==> config.mk <==
export PLATFORM = sky130hd
export DESIGN_NAME = led_sequencer
export DESIGN_NICKNAME = d
export VERILOG_FILES = /design/src/rtl/led_seq_pkg.sv /design/src/rtl/led_prescaler.sv /design/src/rtl/led_sequencer.sv
export SDC_FILE = /design/constraint.sdc
export NUM_CORES = 1
export LEC_CHECK = 0
export CAP_MARGIN = 40
export CELL_PAD_IN_SITES_DETAIL_PLACEMENT = 0
export CELL_PAD_IN_SITES_GLOBAL_PLACEMENT = 2
export CORE_AREA = 5 5 107 109
export CTS_CLUSTER_DIAMETER = 30
export CTS_CLUSTER_SIZE = 8
export DETAILED_ROUTE_END_ITERATION = 7
export DIE_AREA = 0 0 112 114
export HOLD_SLACK_MARGIN = 0.12
export PLACE_DENSITY_LB_ADDON = 0.12
export SLEW_MARGIN = 10
export SYNTH_ARGS = -nofsm -noshare
export SYNTH_HDL_FRONTEND = slang
export SYNTH_SLANG_ARGS = --single-unit
export TNS_END_PERCENT = 100
==> constraint.sdc <==
create_clock -name clk_i -period 4.6 [get_ports clk_i]
set_input_delay 0.69 -clock clk_i [delete_from_list [all_inputs] [get_ports clk_i]]
set_output_delay 0.69 -clock clk_i [all_outputs]
set_load 0.02 [all_outputs]
==> src/rtl/led_seq_pkg.sv <==
// Shared definitions for the LED pattern sequencer: mode codes, chase direction,
// the default step period and the bar-graph thermometer encoder.
package led_seq_pkg;

   localparam logic [1:0] MODE_STATIC = 2'd0;
   localparam logic [1:0] MODE_BLINK  = 2'd1;
   localparam logic [1:0] MODE_CHASE  = 2'd2;
   localparam logic [1:0] MODE_BAR    = 2'd3;

   // 10 Hz step rate from a 125 MHz clock (period minus one).
   localparam int unsigned DEFAULT_RATE_RESET = 12_499_999;

   // Widest bitmap bar_thermo can produce; callers cast down to their LED count.
   localparam int unsigned THERMO_MAX = 256;

   typedef enum logic {
      DIR_UP   = 1'b0,
      DIR_DOWN = 1'b1
   } dir_e;

   // LED i lights when level exceeds i slices of 256/width each.
   function automatic logic [THERMO_MAX-1:0] bar_thermo(input logic [7:0]  level,
                                                       input int unsigned width);
      logic [THERMO_MAX-1:0] map;
      int unsigned           slice;
      map   = '0;
      slice = 256 / width;
      for (int unsigned i = 0; i < THERMO_MAX; i++) begin
         if ((i < width) && (32'(level) > i * slice)) map[i] = 1'b1;
      end
      return map;
   endfunction

endpackage

==> src/rtl/led_prescaler.sv <==
// Step-rate prescaler: a counter that wraps when it reaches rate_i and emits a
// one-cycle tick on the wrap cycle; clr_i restarts the count and masks the tick.
module led_prescaler #(
   parameter int unsigned RATE_WIDTH = 24
) (
   input  logic                  clk_i,
   input  logic                  rstn_i,
   input  logic                  clr_i,
   input  logic [RATE_WIDTH-1:0] rate_i,
   output logic                  tick_o
);

   logic [RATE_WIDTH-1:0] cnt;
   logic                  wrap;

   assign wrap   = (cnt == rate_i);
   assign tick_o = wrap & ~clr_i;

   // NOTE: registers take non-blocking assignments so every flop samples pre-edge values.
   always_ff @(posedge clk_i or negedge rstn_i) begin
      if (!rstn_i) begin
         cnt <= '0;
      end else if (clr_i || wrap) begin
         cnt <= '0;
      end else begin
         cnt <= cnt + RATE_WIDTH'(1);
      end
   end

endmodule

==> src/rtl/led_sequencer.sv <==
// LED pattern sequencer: config shadows, per-step pattern state and a registered
// output mux driving the LED controller, with an alert flash overriding every mode.
module led_sequencer
   import led_seq_pkg::*;
#(
   parameter int unsigned LED_WIDTH  = 8,
   parameter int unsigned RATE_WIDTH = 24,
   parameter int unsigned RATE_RESET = DEFAULT_RATE_RESET
) (
   input  logic                  clk_i,
   input  logic                  rstn_i,
   input  logic                  cfg_we_i,
   input  logic [1:0]            mode_i,
   input  logic [LED_WIDTH-1:0]  pattern_i,
   input  logic [RATE_WIDTH-1:0] rate_i,
   input  logic [7:0]            level_i,
   input  logic                  alert_i,
   output logic [LED_WIDTH-1:0]  val_o,
   output logic                  step_o
);

   localparam int unsigned POS_W = $clog2(LED_WIDTH);

   typedef logic [LED_WIDTH-1:0] led_t;
   typedef logic [POS_W-1:0]     pos_t;

   localparam pos_t POS_TURN_HI = pos_t'(LED_WIDTH - 2);
   localparam pos_t POS_TURN_LO = pos_t'(1);

   logic [1:0]            mode_q;
   led_t                  pattern_q;
   logic [RATE_WIDTH-1:0] rate_q;

   logic       phase_q, phase_d;
   pos_t       pos_q,   pos_d;
   dir_e       dir_q,   dir_d;
   logic [7:0] bar_q,   bar_d;
   led_t       val_d;
   logic       tick;

   // A config write clears the prescaler, which also masks a coincident step.
   led_prescaler #(
      .RATE_WIDTH (RATE_WIDTH)
   ) u_prescaler (
      .clk_i  (clk_i),
      .rstn_i (rstn_i),
      .clr_i  (cfg_we_i),
      .rate_i (rate_q),
      .tick_o (tick)
   );

   assign step_o = tick;

   always_ff @(posedge clk_i or negedge rstn_i) begin
      if (!rstn_i) begin
         mode_q    <= MODE_STATIC;
         pattern_q <= '0;
         rate_q    <= RATE_WIDTH'(RATE_RESET);
      end else if (cfg_we_i) begin
         mode_q    <= mode_i;
         pattern_q <= pattern_i;
         rate_q    <= rate_i;
      end
   end

   // NOTE: every always_comb output gets a default first so no path infers a latch.
   always_comb begin
      phase_d = phase_q;
      pos_d   = pos_q;
      dir_d   = dir_q;
      bar_d   = bar_q;
      if (cfg_we_i) begin
         phase_d = 1'b0;
         pos_d   = '0;
         dir_d   = DIR_UP;
      end else if (tick) begin
         phase_d = ~phase_q;
         if (mode_q == MODE_CHASE) begin
            if (dir_q == DIR_UP) begin
               pos_d = pos_q + pos_t'(1);
               if (pos_q == POS_TURN_HI) dir_d = DIR_DOWN;
            end else begin
               pos_d = pos_q - pos_t'(1);
               if (pos_q == POS_TURN_LO) dir_d = DIR_UP;
            end
         end
         if (mode_q == MODE_BAR) bar_d = level_i;
      end
   end

   // Alert flashes with the step phase while the selected mode keeps running underneath.
   always_comb begin
      val_d = '0;
      if (alert_i) begin
         val_d = phase_q ? '1 : '0;
      end else begin
         case (mode_q)
            MODE_STATIC: val_d = pattern_q;
            MODE_BLINK:  val_d = phase_q ? '0 : pattern_q;
            MODE_CHASE:  val_d = led_t'(1) << pos_q;
            MODE_BAR:    val_d = led_t'(bar_thermo(bar_q, LED_WIDTH));
         endcase
      end
   end

   always_ff @(posedge clk_i or negedge rstn_i) begin
      if (!rstn_i) begin
         phase_q <= 1'b0;
         pos_q   <= '0;
         dir_q   <= DIR_UP;
         bar_q   <= '0;
         val_o   <= '0;
      end else begin
         phase_q <= phase_d;
         pos_q   <= pos_d;
         dir_q   <= dir_d;
         bar_q   <= bar_d;
         val_o   <= val_d;
      end
   end

endmodule

==> results of run 1 <==
[routing by layer]
layer / track usage (%) / wire, um
met1: 16.0 / 3550
met2: 25.8 / 4410
met3: 4.35 / 398
met4: 5.29 / 156
met5: 0 / 0
[cell usage after synthesis, types with 2 or more instances]
library cell / number
a21oi_1: 10
a31oi_1: 7
and3_1: 4
and4_1: 3
clkbuf_1: 13
dfrtp_1: 63
dfstp_2: 16
ha_1: 8
inv_1: 10
mux2_2: 40
nand2_1: 12
nand3_1: 13
nand4_1: 10
nor2_1: 37
nor2b_1: 2
nor3_1: 6
nor4_1: 11
o21ai_0: 8
o31ai_1: 2
xnor2_1: 7
xor2_1: 40
[final cells by class]
class	count	area, sq um	area share (%)
Sequential cell	79	2000	41.8
Timing Repair Buffer	57	573	12.0
Multi-Input combinational cell	236	1740	36.4
Clock inverter	5	104	2.18
Clock buffer	11	151	3.17
Tap cell	140	175	3.67
Inverter	10	37.5	0.786
[critical path: stages, from the launching register on]
cell and delay, ps:
dfrtp_1 450, xor2_1 180, nor4_1 520, nand4_2 360, nor3_1 270, clkdlybuf4s50_1 660
[cell families after synthesis]
kind of cell	after synthesis	synth area share (%)
compound gates	37	6.15
xor+xnor	47	10.8
fa+ha+maj	8	2.62
buf+inv	24	2.36
flops	79	52.2
mux	41	12.1
simple gates	103	13.8
[registers in the layout (all words and copies together) (netlist names)]
register	count
rate_q	24
mode_q	2
pos_q	3
bar_q	8
u_prescaler.cnt	24
pattern_q	8
dir_q	1
phase_q	1
val_o	8
[worst paths after layout]
check	startpoint	to	cells after the start
worst max-delay path	u_prescaler.cnt[5]	step_o	5
worst min-delay path	rstn_i	val_o[7]	1
worst max register to register	u_prescaler.cnt[5]	bar_q[6]	5
worst min register to register	bar_q[4]	bar_q[4]	1
max in group asynchronous	rstn_i	rate_q[12]	2
min in group clk_i	bar_q[4]	bar_q[4]	1
[power groups by stage]
stage,combinational [mW],sequential (mW),clock [mW]
2_1_floorplan,0.0934,0.786,0
3_3_place_gp,0.179,0.792,0
3_5_place_dp,0.182,0.793,0
4_1_cts,0.183,0.780,0.665
5_1_grt,0.197,0.785,0.693
6_report,0.177,0.779,0.642
==> results_dict.tcl, run 1 <==
set metrics [dict create \
    fillers 1012 \
    dieArea_sq_um 12800 \
    cts_buffers 9 \
    grt_pass1_vias 2843 \
    ys_top_cells_by_area "dfrtp_1 (41%), mux2_2 (12%), dfstp_2 (11%)" \
    start_util_pct 36.4 \
    worst_pin_slew_ps 847 \
    fin_setup_tns_ps 0 \
    synth_area_sq_um 3820 \
    final_common_cell "dfrtp_1" \
    fin_hold_ws_ps 266 \
    syn_inst 339 \
    area_growth_pct 24.9 \
    synth_top_area_share_pct 41.2 \
    fp.coreArea_sq_um 10500 \
    clock_latency_ps 360 \
    synthArstFlopShare_pct 100 \
    fin_cells 538 \
    clock_skew_ps 9.85 \
    ys.flop_type "dfrtp_1" \
    htree_levels 3 \
    hold_path_class "input pin to asynchronous set/reset pin" \
    root_buffer "clkbuf_8" \
    dieWidth_um 112 \
    slew_headroom_pct 43.5 \
    synth_seq_area_share_pct 52.2 \
    wl_per_cell_um 15.8 \
    hold_buffers 0 \
    grt_max_degree 48 \
    clockPowerShare_pct 40.2 \
    vias 2656 \
    drt-vias-per-instance 4.94 \
    fmax_mhz 286 \
    synth_enable_flop_cells 0 \
    route.detailed.drc 0 \
    syn_area_per_cell_sq_um 11.3 \
    synth_nets 393 \
    status "finished, final reports clean" \
    antenna_cells 0 \
    setup_viol 0 \
    ys_types 38 \
    fin_util_pct 45.4 \
    drt-initial-drc-count 83 \
    post_dp_cell_area_sq_um 4520 \
    nets 447 \
    fin_crit_ps 3490 \
    yosysWarnings 0 \
    crit_required_ps 3910 \
    path_clk_slew_ps 80 \
    clk_path_buf_depth 2 \
    vdd_drop_max_mv 0.215 \
    power_frac_comb_pct 11.1 \
    r2r_setup_slack_ps 1990 \
    grt_pass1_wl_mm 14.4 \
    antenna_found_initial 0 \
    post-route-cell-area_sq_um 4770 \
    mostFrequentLayoutCells "dfrtp_1 (63), clkdlybuf4s50_1 (52), xor2_1 (40), mux2_2 (40), nor2_1 (37)" \
    hold_viol_final 0 \
    totalWireLength_mm 8.51 \
    rsz0062_at_grt "false" \
    drive_gt1_share_pct 19.8 \
    p_sw_uw 364 \
    pwr-share-seq_pct 48.7 \
    power_mw 1.60 \
    worstPathMaxFanout 8 \
    portBuffers 54 \
    layout_setup_ws_ps 1110 \
    p_leak_nw 2.02 \
    cap_violations 0 \
    crit_arrival_ps 2800 \
    pre_cts_slack_ps 1510 \
    hpwl_mm 6.35 \
    boundaryPins 55 \
    cts_tree "yes" \
    grt_overflow 0 \
    swShare_pct 22.8 \
    first_pass_iters 4 \
    yosysTopAreaCell "dfrtp_1" \
    globalRouteTotalUtil_pct 14.3 \
    die_y_um 114 \
    dp_cells 522 \
    cp-start-kind "flop" \
    rows 38 \
    crit_type "flop to output pin" \
    period_share_pct 75.9 \
    yosys_register_bits 79 \
    crit_path_end_kind "output pin" \
    slew_violations 0 \
    pwr_density_cell_nw_per_um2 335 \
    p_int_mw 1.23 \
    gp_congestion 0.768 \
    cts_setup_buffers 0 \
    cts.sinks 79 \
    cts-resized-gates 0 \
    antenna_left 0 \
]
No activity file was read; power rests on OpenSTA's default activity.
==> run 2, diff against run 1 <==
CORE_AREA = 5 5 110 112   (was 5 5 107 109)
DIE_AREA = 0 0 115 117   (was 0 0 112 114)
clock period = 3.3 ns   (was 4.6 ns; I/O delays follow)
==> results_dict.tcl, run 2 (synthesis gave the netlist of run 1 again) <==
set metrics [dict create \
    status "finished, final reports clean" \
    hpwl_mm 6.30 \
    totalWireLength_mm 8.70 \
    rsz0062_at_grt "false" \
    cts_buffers 9 \
    nets 451 \
    htree_levels 3 \
    root_buffer "clkbuf_16" \
    hold_viol_final 0 \
    start_util_pct 34.4 \
    clock_skew_ps 4.89 \
    first_pass_iters 4 \
    pre_cts_slack_ps 591 \
    grt_max_degree 59 \
    gp_congestion 0.818 \
    crit_type "flop to output pin" \
    cts.sinks 79 \
    path_clk_slew_ps 60 \
    cts_setup_buffers 0 \
    setup_viol 0 \
    fin_setup_tns_ps 0 \
    reg_top3 "rate_q: 24 flops, u_prescaler.cnt: 24 flops" \
    final_common_cell "dfrtp_1" \
    vias 2658 \
    antenna_left 0 \
    boundaryPins 55 \
    grt_pass1_vias 2794 \
    cap_violations 0 \
    fmax_mhz 330 \
    p_leak_nw 2.06 \
    antenna_cells 0 \
    clk_path_buf_depth 2 \
    worstPathMaxFanout 2 \
    clock_latency_ps 340 \
    dieWidth_um 115 \
    route.detailed.drc 0 \
    mostFrequentLayoutCells "dfrtp_1 (63), clkdlybuf4s50_1 (52), xor2_1 (40), mux2_2 (40), nor2_1 (37)" \
    globalRouteTotalUtil_pct 14.3 \
    drt-vias-per-instance 4.88 \
    antenna_found_initial 0 \
    vdd_drop_max_mv 0.342 \
    hold_path_class "flop to flop" \
    period_share_pct 91.7 \
    cts_tree "yes" \
    worst_pin_slew_ps 833 \
    dieArea_sq_um 13500 \
    wl_per_cell_um 16.0 \
    drt-initial-drc-count 100 \
    pwr_density_cell_nw_per_um2 486 \
    slew_violations 0 \
    crit_path_end_kind "output pin" \
    rows 39 \
    grt_overflow 0 \
    cp-start-kind "flop" \
    portBuffers 54 \
    drive_gt1_share_pct 19.9 \
    fp.coreArea_sq_um 11100 \
    area_growth_pct 27.4 \
    grt_pass1_wl_mm 14.6 \
    slew_headroom_pct 44.0 \
    fin_crit_ps 3030 \
    crit_required_ps 2800 \
    layout_setup_ws_ps 273 \
    crit_arrival_ps 2530 \
    die_y_um 117 \
]
[run 2: stage by stage]
step	area, sq um	power [mW]	hold slack, ps	utilization, %	cells
after floorplan	3820	1.23	199	-	339
after global placement	4520	1.36	495	40.6	527
after detailed placement	4550	1.36	414	40.9	528
after CTS	4870	2.41	514	43.8	545
after global routing	4870	2.48	530	43.8	545
final	4870	2.37	511	43.8	545
[run 2: routing by layer]
layer | vias up | track usage (%) | routed length [um]
li1 | 1306 | - | -
met1 | 1282 | 16.8 | 3680
met2 | 54 | 24.1 | 4370
met3 | 16 | 5.30 | 454
met4 | 0 | 5.63 | 198
met5 | - | 0 | 0
[run 2: final cells by class]
type,instances,area (sq um)
multi-input combinational,236,1740
tap,143,179
fill,1083,6260
inverter,10,37.5
clock inverter,2,37.5
timing repair buffer,61,608
clock buffer,14,274
sequential,79,2000
[run 2: critical path, stage by stage (launching register included)]
cell	delay, ps
dfstp_2	530
xor2_1	80
nor4_1	460
nand2_1	180
nor3_1	280
clkdlybuf4s50_1	660
[run 2: power breakdown]
part	total, mW	switching (mW)	internal (mW)	leakage (nW)
clock	1.03	0.381	0.648	0.149
sequential	1.09	0.0446	1.04	0.987
combinational	0.251	0.114	0.137	0.924
total	2.37	0.540	1.83	2.06
[run 2: final timing paths]
kind,startpoint,endpoint,slack [ps],cells past startpoint
min in group asynchronous,rstn_i,pattern_q[4],590,2
max in group asynchronous,rstn_i,rate_q[2],2070,3
min reg2reg,bar_q[3],bar_q[3],510,1
max,rate_q[18],step_o,270,5
max reg2reg,rate_q[18],bar_q[0],750,6
min,bar_q[3],bar_q[3],510,1
[run 2: repair_timing]
item / CTS / global route
hold buffers: 1 / 0
hold endpoints to repair: 21 / 0
gates resized for setup: 0 / 0
==> run 3, diff against run 2 <==
--- a/config.mk
+++ b/config.mk
@@ -9,9 +9,10 @@
 export CELL_PAD_IN_SITES_DETAIL_PLACEMENT = 0
 export CELL_PAD_IN_SITES_GLOBAL_PLACEMENT = 2
-export CORE_AREA = 5 5 110 112
+export CORE_AREA = 5 5 103 105
 export CTS_CLUSTER_DIAMETER = 30
 export CTS_CLUSTER_SIZE = 8
 export DETAILED_ROUTE_END_ITERATION = 7
-export DIE_AREA = 0 0 115 117
+export DIE_AREA = 0 0 108 110
+export DONT_BUFFER_PORTS = 1
 export HOLD_SLACK_MARGIN = 0.12
 export PLACE_DENSITY_LB_ADDON = 0.12
==> constraint.sdc (replaced) <==
create_clock -name clk_i -period 3.3 [get_ports clk_i]
set_input_delay 0.495 -clock clk_i [delete_from_list [all_inputs] [get_ports clk_i]]
set_output_delay 0.495 -clock clk_i [all_outputs]
set_load 0.01 [all_outputs]
==> results_dict.tcl, run 3 (synthesis gave the netlist of run 1 again) <==
set metrics [dict create \
    crit_start "u_prescaler.cnt[5]" \
    post_dp_cell_area_sq_um 3960 \
    mostFrequentLayoutCells "dfrtp_1 (63), xor2_1 (40), mux2_2 (40)" \
    grt_pass1_wl_mm 13.6 \
    cp_top_family "simple AND/OR/NAND/NOR gates" \
    crit_type "flop to output pin" \
    hold_path_startpoint "cfg_we_i" \
    worst_pin_slew_ps 588 \
    crit_path_end_kind "output pin" \
    fp.coreArea_sq_um 9550 \
    slew_headroom_pct 60.5 \
    pwr_density_cell_nw_per_um2 502 \
    globalRouteTotalUtil_pct 15.0 \
    cp_slowest_stage_delay_ps 510 \
    crit_buf_inv 0 \
    hpwl_mm 5.88 \
    vdd_drop_max_mv 0.216 \
    fillers 937 \
    cts-resized-gates 0 \
    clock_skew_ps 7.38 \
    nets 395 \
    first_pass_iters 4 \
    route.detailed.drc 0 \
    crit_required_ps 2800 \
    cts_tree "yes" \
    clk_path_buf_depth 2 \
    grt_max_degree 80 \
    portBuffers 0 \
    slew_violations 0 \
    root_buffer "clkbuf_8" \
    drive_gt1_share_pct 22.3 \
    cap_violations 0 \
    drt-vias-per-instance 5.10 \
    dieArea_sq_um 11900 \
    path_clk_slew_ps 80 \
    p_leak_nw 1.82 \
    htree_levels 3 \
    cts.sinks 79 \
    antenna_found_initial 1 \
    gp_congestion 0.779 \
    seqCellArea_sq_um 2000 \
    fin_crit_ps 2820 \
    die_y_um 110 \
    drt-initial-drc-count 70 \
    antenna_left 0 \
    period_share_pct 85.6 \
    worstPathMaxFanout 8 \
    antenna_cells 0 \
    setup_viol 0 \
    final_common_cell "dfrtp_1" \
    cts_buffers 9 \
    vias 2444 \
    cpMaxStageDelayCell "nor4_1" \
    area_growth_pct 11.0 \
    hold_path_class "input pin to flop" \
    grt_pass1_vias 2649 \
    dieWidth_um 108 \
    totalWireLength_mm 8.19 \
    status "finished, final reports clean" \
    fin_util_pct 44.4 \
    boundaryPins 55 \
    fmax_mhz 354 \
    grt_overflow 0 \
    rsz0062_at_grt "false" \
    crit_chain "xor2_1, nor4_1, nand4_2, nor3_1" \
    reg_top3 "rate_q: 24 flops, u_prescaler.cnt: 24 flops" \
    hold_viol_final 0 \
    start_util_pct 40.0 \
    clock_latency_ps 350 \
    wl_per_cell_um 17.1 \
    multi_input_area_sq_um 1740 \
    power_mw 2.13 \
    rows 36 \
    fin_hold_ws_ps 230 \
    post-route-cell-area_sq_um 4240 \
    crit_arrival_ps 2330 \
    r2r_start "u_prescaler.cnt[5]" \
    fin_setup_tns_ps 0 \
    cp-start-kind "flop" \
]
run 3: cell count changes in the layout (fill, tap and decap cells not counted):
cell	previous run	this run
buf_4	6	3
inv_6	0	1
clkbuf_8	3	10
clkinvlp_4	1	0
clkbuf_16	9	0
buf_2	1	0
clkinv_2	0	1
clkdlybuf4s50_1	52	0
bufinv_16	1	3
clkbuf_1	2	1
run 3: path summary, 6_finish.rpt:
path	slack [ps]	to	cells after the start
setup / recovery	480	step_o	4
hold / removal	230	pos_q[0]	1
setup reg to reg	680	bar_q[1]	5
hold reg to reg	520	bar_q[2]	1
max in group asynchronous	2230	rate_q[2]	2
min in group asynchronous	700	bar_q[6]	2
run 3: timing repair:
action / 4_1_cts / 5_1_grt
buffers inserted: 0 / 0
endpoints found under the setup margin: 0 / 0
hold buffers: 2 / 0
hold endpoints to repair: 79 / 0
run 3: metal layers:
metal / wire length [um] / GRT usage (%) / vias up
li1: - / - / 1194
met1: 3530 / 17.8 / 1183
met2: 4100 / 25.9 / 54
met3: 439 / 5.13 / 11
met4: 103 / 4.06 / 2
met5: 13 / 0 / -
run 3: stage by stage:
stage	setup slack, ps	cells
after floorplan	1150	339
after global placement	668	461
after detailed placement	643	461
after CTS	406	479
after global routing	314	479
final	476	479
run 3: area by class of cell:
cell class	instances	area share [%]
flip-flops and latches	79	47.1
multi-input cells	236	40.9
well taps	133	3.92
clock buffers	11	3.33
clock inverters	5	2.45
repair buffers	5	1.42
inverters	10	0.885
run 3: power by group:
part           internal (mW)  switching, mW
sequential              1.04         0.0510
combinational         0.0779         0.0797
clock                  0.525          0.356
total                   1.64          0.486
==> RTL change 1 (config.mk and constraints of run 2) <==
Take the reset off `val_o` and load it in a clocked block of its own.
--- a/src/rtl/led_sequencer.sv
+++ b/src/rtl/led_sequencer.sv
@@ -110,5 +110,4 @@
          dir_q   <= DIR_UP;
          bar_q   <= '0;
-         val_o   <= '0;
       end else begin
          phase_q <= phase_d;
@@ -116,6 +115,9 @@
          dir_q   <= dir_d;
          bar_q   <= bar_d;
-         val_o   <= val_d;
       end
+   end
+
+   always_ff @(posedge clk_i) begin
+      val_o <= val_d;
    end
 
Function: differs if rstn_i is asserted again (counterexample within 4 cycles, from zero or initial values and one cycle with rstn_i low); with rstn_i held inactive, the same outputs for 10 cycles.
==> RTL change 1 against run 2 <==
Sequential cell count stayed put; worst setup slack better by 0.018 ns; maximum frequency is 0.61% higher; hold slack worse by 0.32 ns; final area is 0.95% lower; wire length is 2.7% higher; cell count is 0.18% lower; power is 2.6% higher; synthesized area is 1.0% lower; synthesized cell count stayed put.
==> RTL change 1: results <==
INSERT INTO impl_metrics (metric_group, metric, value, unit) VALUES
('run_status', 'outcome', 'finished clean', ''),
('global_route', 'via_count_of_the_first_global_routing_pass', '2796', ''),
('global_route', 'grt_max_degree', '46', ''),
('placed_design', 'post-dp-hpwl', '6460', 'µm'),
('worst_hold_path', 'min-delay-path-class', 'in2async', ''),
('setup_path', 'reg2reg_slack', '0.73', 'ns'),
('global_route', 'gr-usage-met2', '0.231', ''),
('routing', 'routedLengthMet1', '3990', 'µm'),
('setup_path', 'crit_arrival', '2.51', 'ns'),
('routing', 'dr_wl_met2', '4270', 'µm'),
('global_route', 'grt_util_all_layers', '0.143', ''),
('routing', 'routedWlPerCell', '16.4', 'µm'),
('setup_path', 'reg_to_reg_critical_path_startpoint', 'u_prescaler.cnt[10]', ''),
('placed_design', 'place_worst_setup_slack', '0.586', 'ns'),
('synth', 'synth.cells.most_frequent', 'sky130_fd_sc_hd__dfrtp_1 (55), sky130_fd_sc_hd__mux2_2 (40), sky130_fd_sc_hd__xor2_1 (40)', ''),
('finish', 'share_of_cells_above_drive_strength_1', '0.200', ''),
('routing', 'vias', '2680', ''),
('pwr', 'peakVddDrop', '0.210', 'mV'),
('synth', 'synth_cell_types', '39', ''),
('routing', 'routed-wl-met3', '424', 'µm'),
('routing', 'first_iter_violations', '94', ''),
('setup_path', 'crit-reg2reg-capture', 'bar_q[2]', ''),
('synth', 'synth.yosys.seq_area_share', '0.517', ''),
('pwr', 'leakage', '2.03', 'nW'),
('timing', 'finalCritPeriodShare', '0.912', '');
[RTL change 1: cell count changes after synthesis]
| cell | delta |
|---|---|
| sky130_fd_sc_hd__dfxtp_1 | +8 |
| sky130_fd_sc_hd__dfrtp_1 | -8 |
[RTL change 1: area by class of cell]
| class | count | area, µm² |
|---|---|---|
| Clock inverter | 3 | 65.1 |
| Timing Repair Buffer | 60 | 588 |
| Fill cell | 1116 | 6300 |
| Multi-Input combinational cell | 236 | 1740 |
| Tap cell | 143 | 179 |
| Clock buffer | 13 | 260 |
| Sequential cell | 79 | 1960 |
| Inverter | 10 | 37.5 |
[RTL change 1: power by group through the flow]
| stage | Combinational, mW | Clock [mW] | Sequential [mW] |
|---|---|---|---|
| floorplan | 0.130 | 0 | 1.10 |
| global placement | 0.255 | 0 | 1.10 |
| detailed placement | 0.256 | 0 | 1.11 |
| CTS | 0.257 | 1.12 | 1.09 |
| global route | 0.277 | 1.14 | 1.10 |
| finish | 0.251 | 1.09 | 1.09 |
[RTL change 1: cell families after synthesis]
family	synth area share
flip-flops	0.517
XOR/XNOR	0.109
buffers and inverters	0.0238
adder cells (fa/ha/maj)	0.0265
AND/OR/NAND/NOR	0.139
AO/OA/AOI/OAI	0.0622
multiplexers	0.122
[RTL change 1: worst min path at each step]
stage	slack, ns	to	depth (start not counted)
2_1_floorplan	0.20	bar_q[0]	0
3_3_place_gp	0.49	bar_q[3]	1
3_5_place_dp	0.50	pattern_q[5]	1
4_1_cts	0.20	u_prescaler.cnt[18]	1
5_1_grt	0.24	u_prescaler.cnt[18]	1
6_report	0.19	u_prescaler.cnt[18]	1
==> RTL change 2 (config.mk and constraints of run 2) <==
Without the edit above. `RATE_WIDTH` is set to 24 in 2 places; all go to 20.
--- a/src/rtl/led_prescaler.sv
+++ b/src/rtl/led_prescaler.sv
@@ -2,5 +2,5 @@
 // one-cycle tick on the wrap cycle; clr_i restarts the count and masks the tick.
 module led_prescaler #(
-   parameter int unsigned RATE_WIDTH = 24
+   parameter int unsigned RATE_WIDTH = 20
 ) (
    input  logic                  clk_i,
--- a/src/rtl/led_sequencer.sv
+++ b/src/rtl/led_sequencer.sv
@@ -5,5 +5,5 @@
 #(
    parameter int unsigned LED_WIDTH  = 8,
-   parameter int unsigned RATE_WIDTH = 24,
+   parameter int unsigned RATE_WIDTH = 20,
    parameter int unsigned RATE_RESET = DEFAULT_RATE_RESET
 ) (
Ports: changed (resized rate_i); port bits go from 55 to 51. The function was not compared with the original's and may differ.
==> RTL change 2 against run 2 <==
Cell count fell by 3.7%; synthesized cell count down 5.0%; core utilization down 3.1 points; power shrank 3.9%; synthesized area down 8.3%; wire length fell by 3.7%; sequential share of layout area shrank 1.4 points; final area is 7.0% lower; hold slack got worse by 0.0092 ns; non-clock buffer count decreased by 4; sequential cell count decreased by 8; worst setup slack got worse by 0.056 ns.
==> RTL change 2: results <==
INSERT INTO impl_metrics (metric_group, metric, value, unit) VALUES
('run_status', 'outcome', 'finished clean', ''),
('finish', 'num-clock-buffers', '11', ''),
('worst_hold_path', 'min_to', 'bar_q[1]', ''),
('global_route', 'grt_pass1_wl', '14000', 'µm'),
('finish', 'num-nonclk-inverters', '11', ''),
('pwr', 'p_total', '2.28', 'mW'),
('finish', 'fillers', '1127', ''),
('global_route', 'gr-usage-met2', '0.255', ''),
('finish', 'multi_input_cells', '227', ''),
('setup_path', 'worstSetupStartpoint', 'u_prescaler.cnt[5]', ''),
('setup_path', 'cp_slowest_stage_delay', '0.64', 'ns'),
('finish', 'nets', '427', ''),
('synth', 'syn_avg_cell_area', '10.9', 'µm²'),
('finish', 'post-route-cell-area', '4530', 'µm²'),
('routing', 'vias', '2484', ''),
('placed_design', 'placement.cell_area', '4180', 'µm²'),
('synth', 'synthTopCellsByArea', 'sky130_fd_sc_hd__dfrtp_1 (41%), sky130_fd_sc_hd__mux2_2 (12%), sky130_fd_sc_hd__dfstp_2 (9.7%)', ''),
('finish', 'reg.largest.list', 'rate_q x20, u_prescaler.cnt x20', ''),
('timing', 'hold-worst-slack', '0.502', 'ns'),
('routing', 'first_iter_violations', '71', '');
==> RTL change 2: cell types whose count changed after synthesis, moves of 4 or more <==
cell	run 2	this run
sky130_fd_sc_hd__clkbuf_1	13	7
sky130_fd_sc_hd__nand2_1	12	18
sky130_fd_sc_hd__nor4_1	11	7
sky130_fd_sc_hd__dfrtp_1	63	58
sky130_fd_sc_hd__a31oi_1	7	2
sky130_fd_sc_hd__a21oi_1	10	19
sky130_fd_sc_hd__xor2_1	40	31
sky130_fd_sc_hd__buf_1	1	5
==> RTL change 2: cells by family after synthesis <==
family	synth area share
DFF	0.511
adders and majority gates	0.0286
muxes	0.125
xor gates and xnor gates	0.0999
and+or+nand+nor	0.137
buffers and inverters	0.0261
AOI/OAI and AO/OA	0.0721
==> RTL change 2: layer usage <==
layer	part of all wire	up-vias
met1	0.41	1207
met4	0.013	0
met2	0.53	41
met3	0.041	7
met5	0	-
li1	-	1229
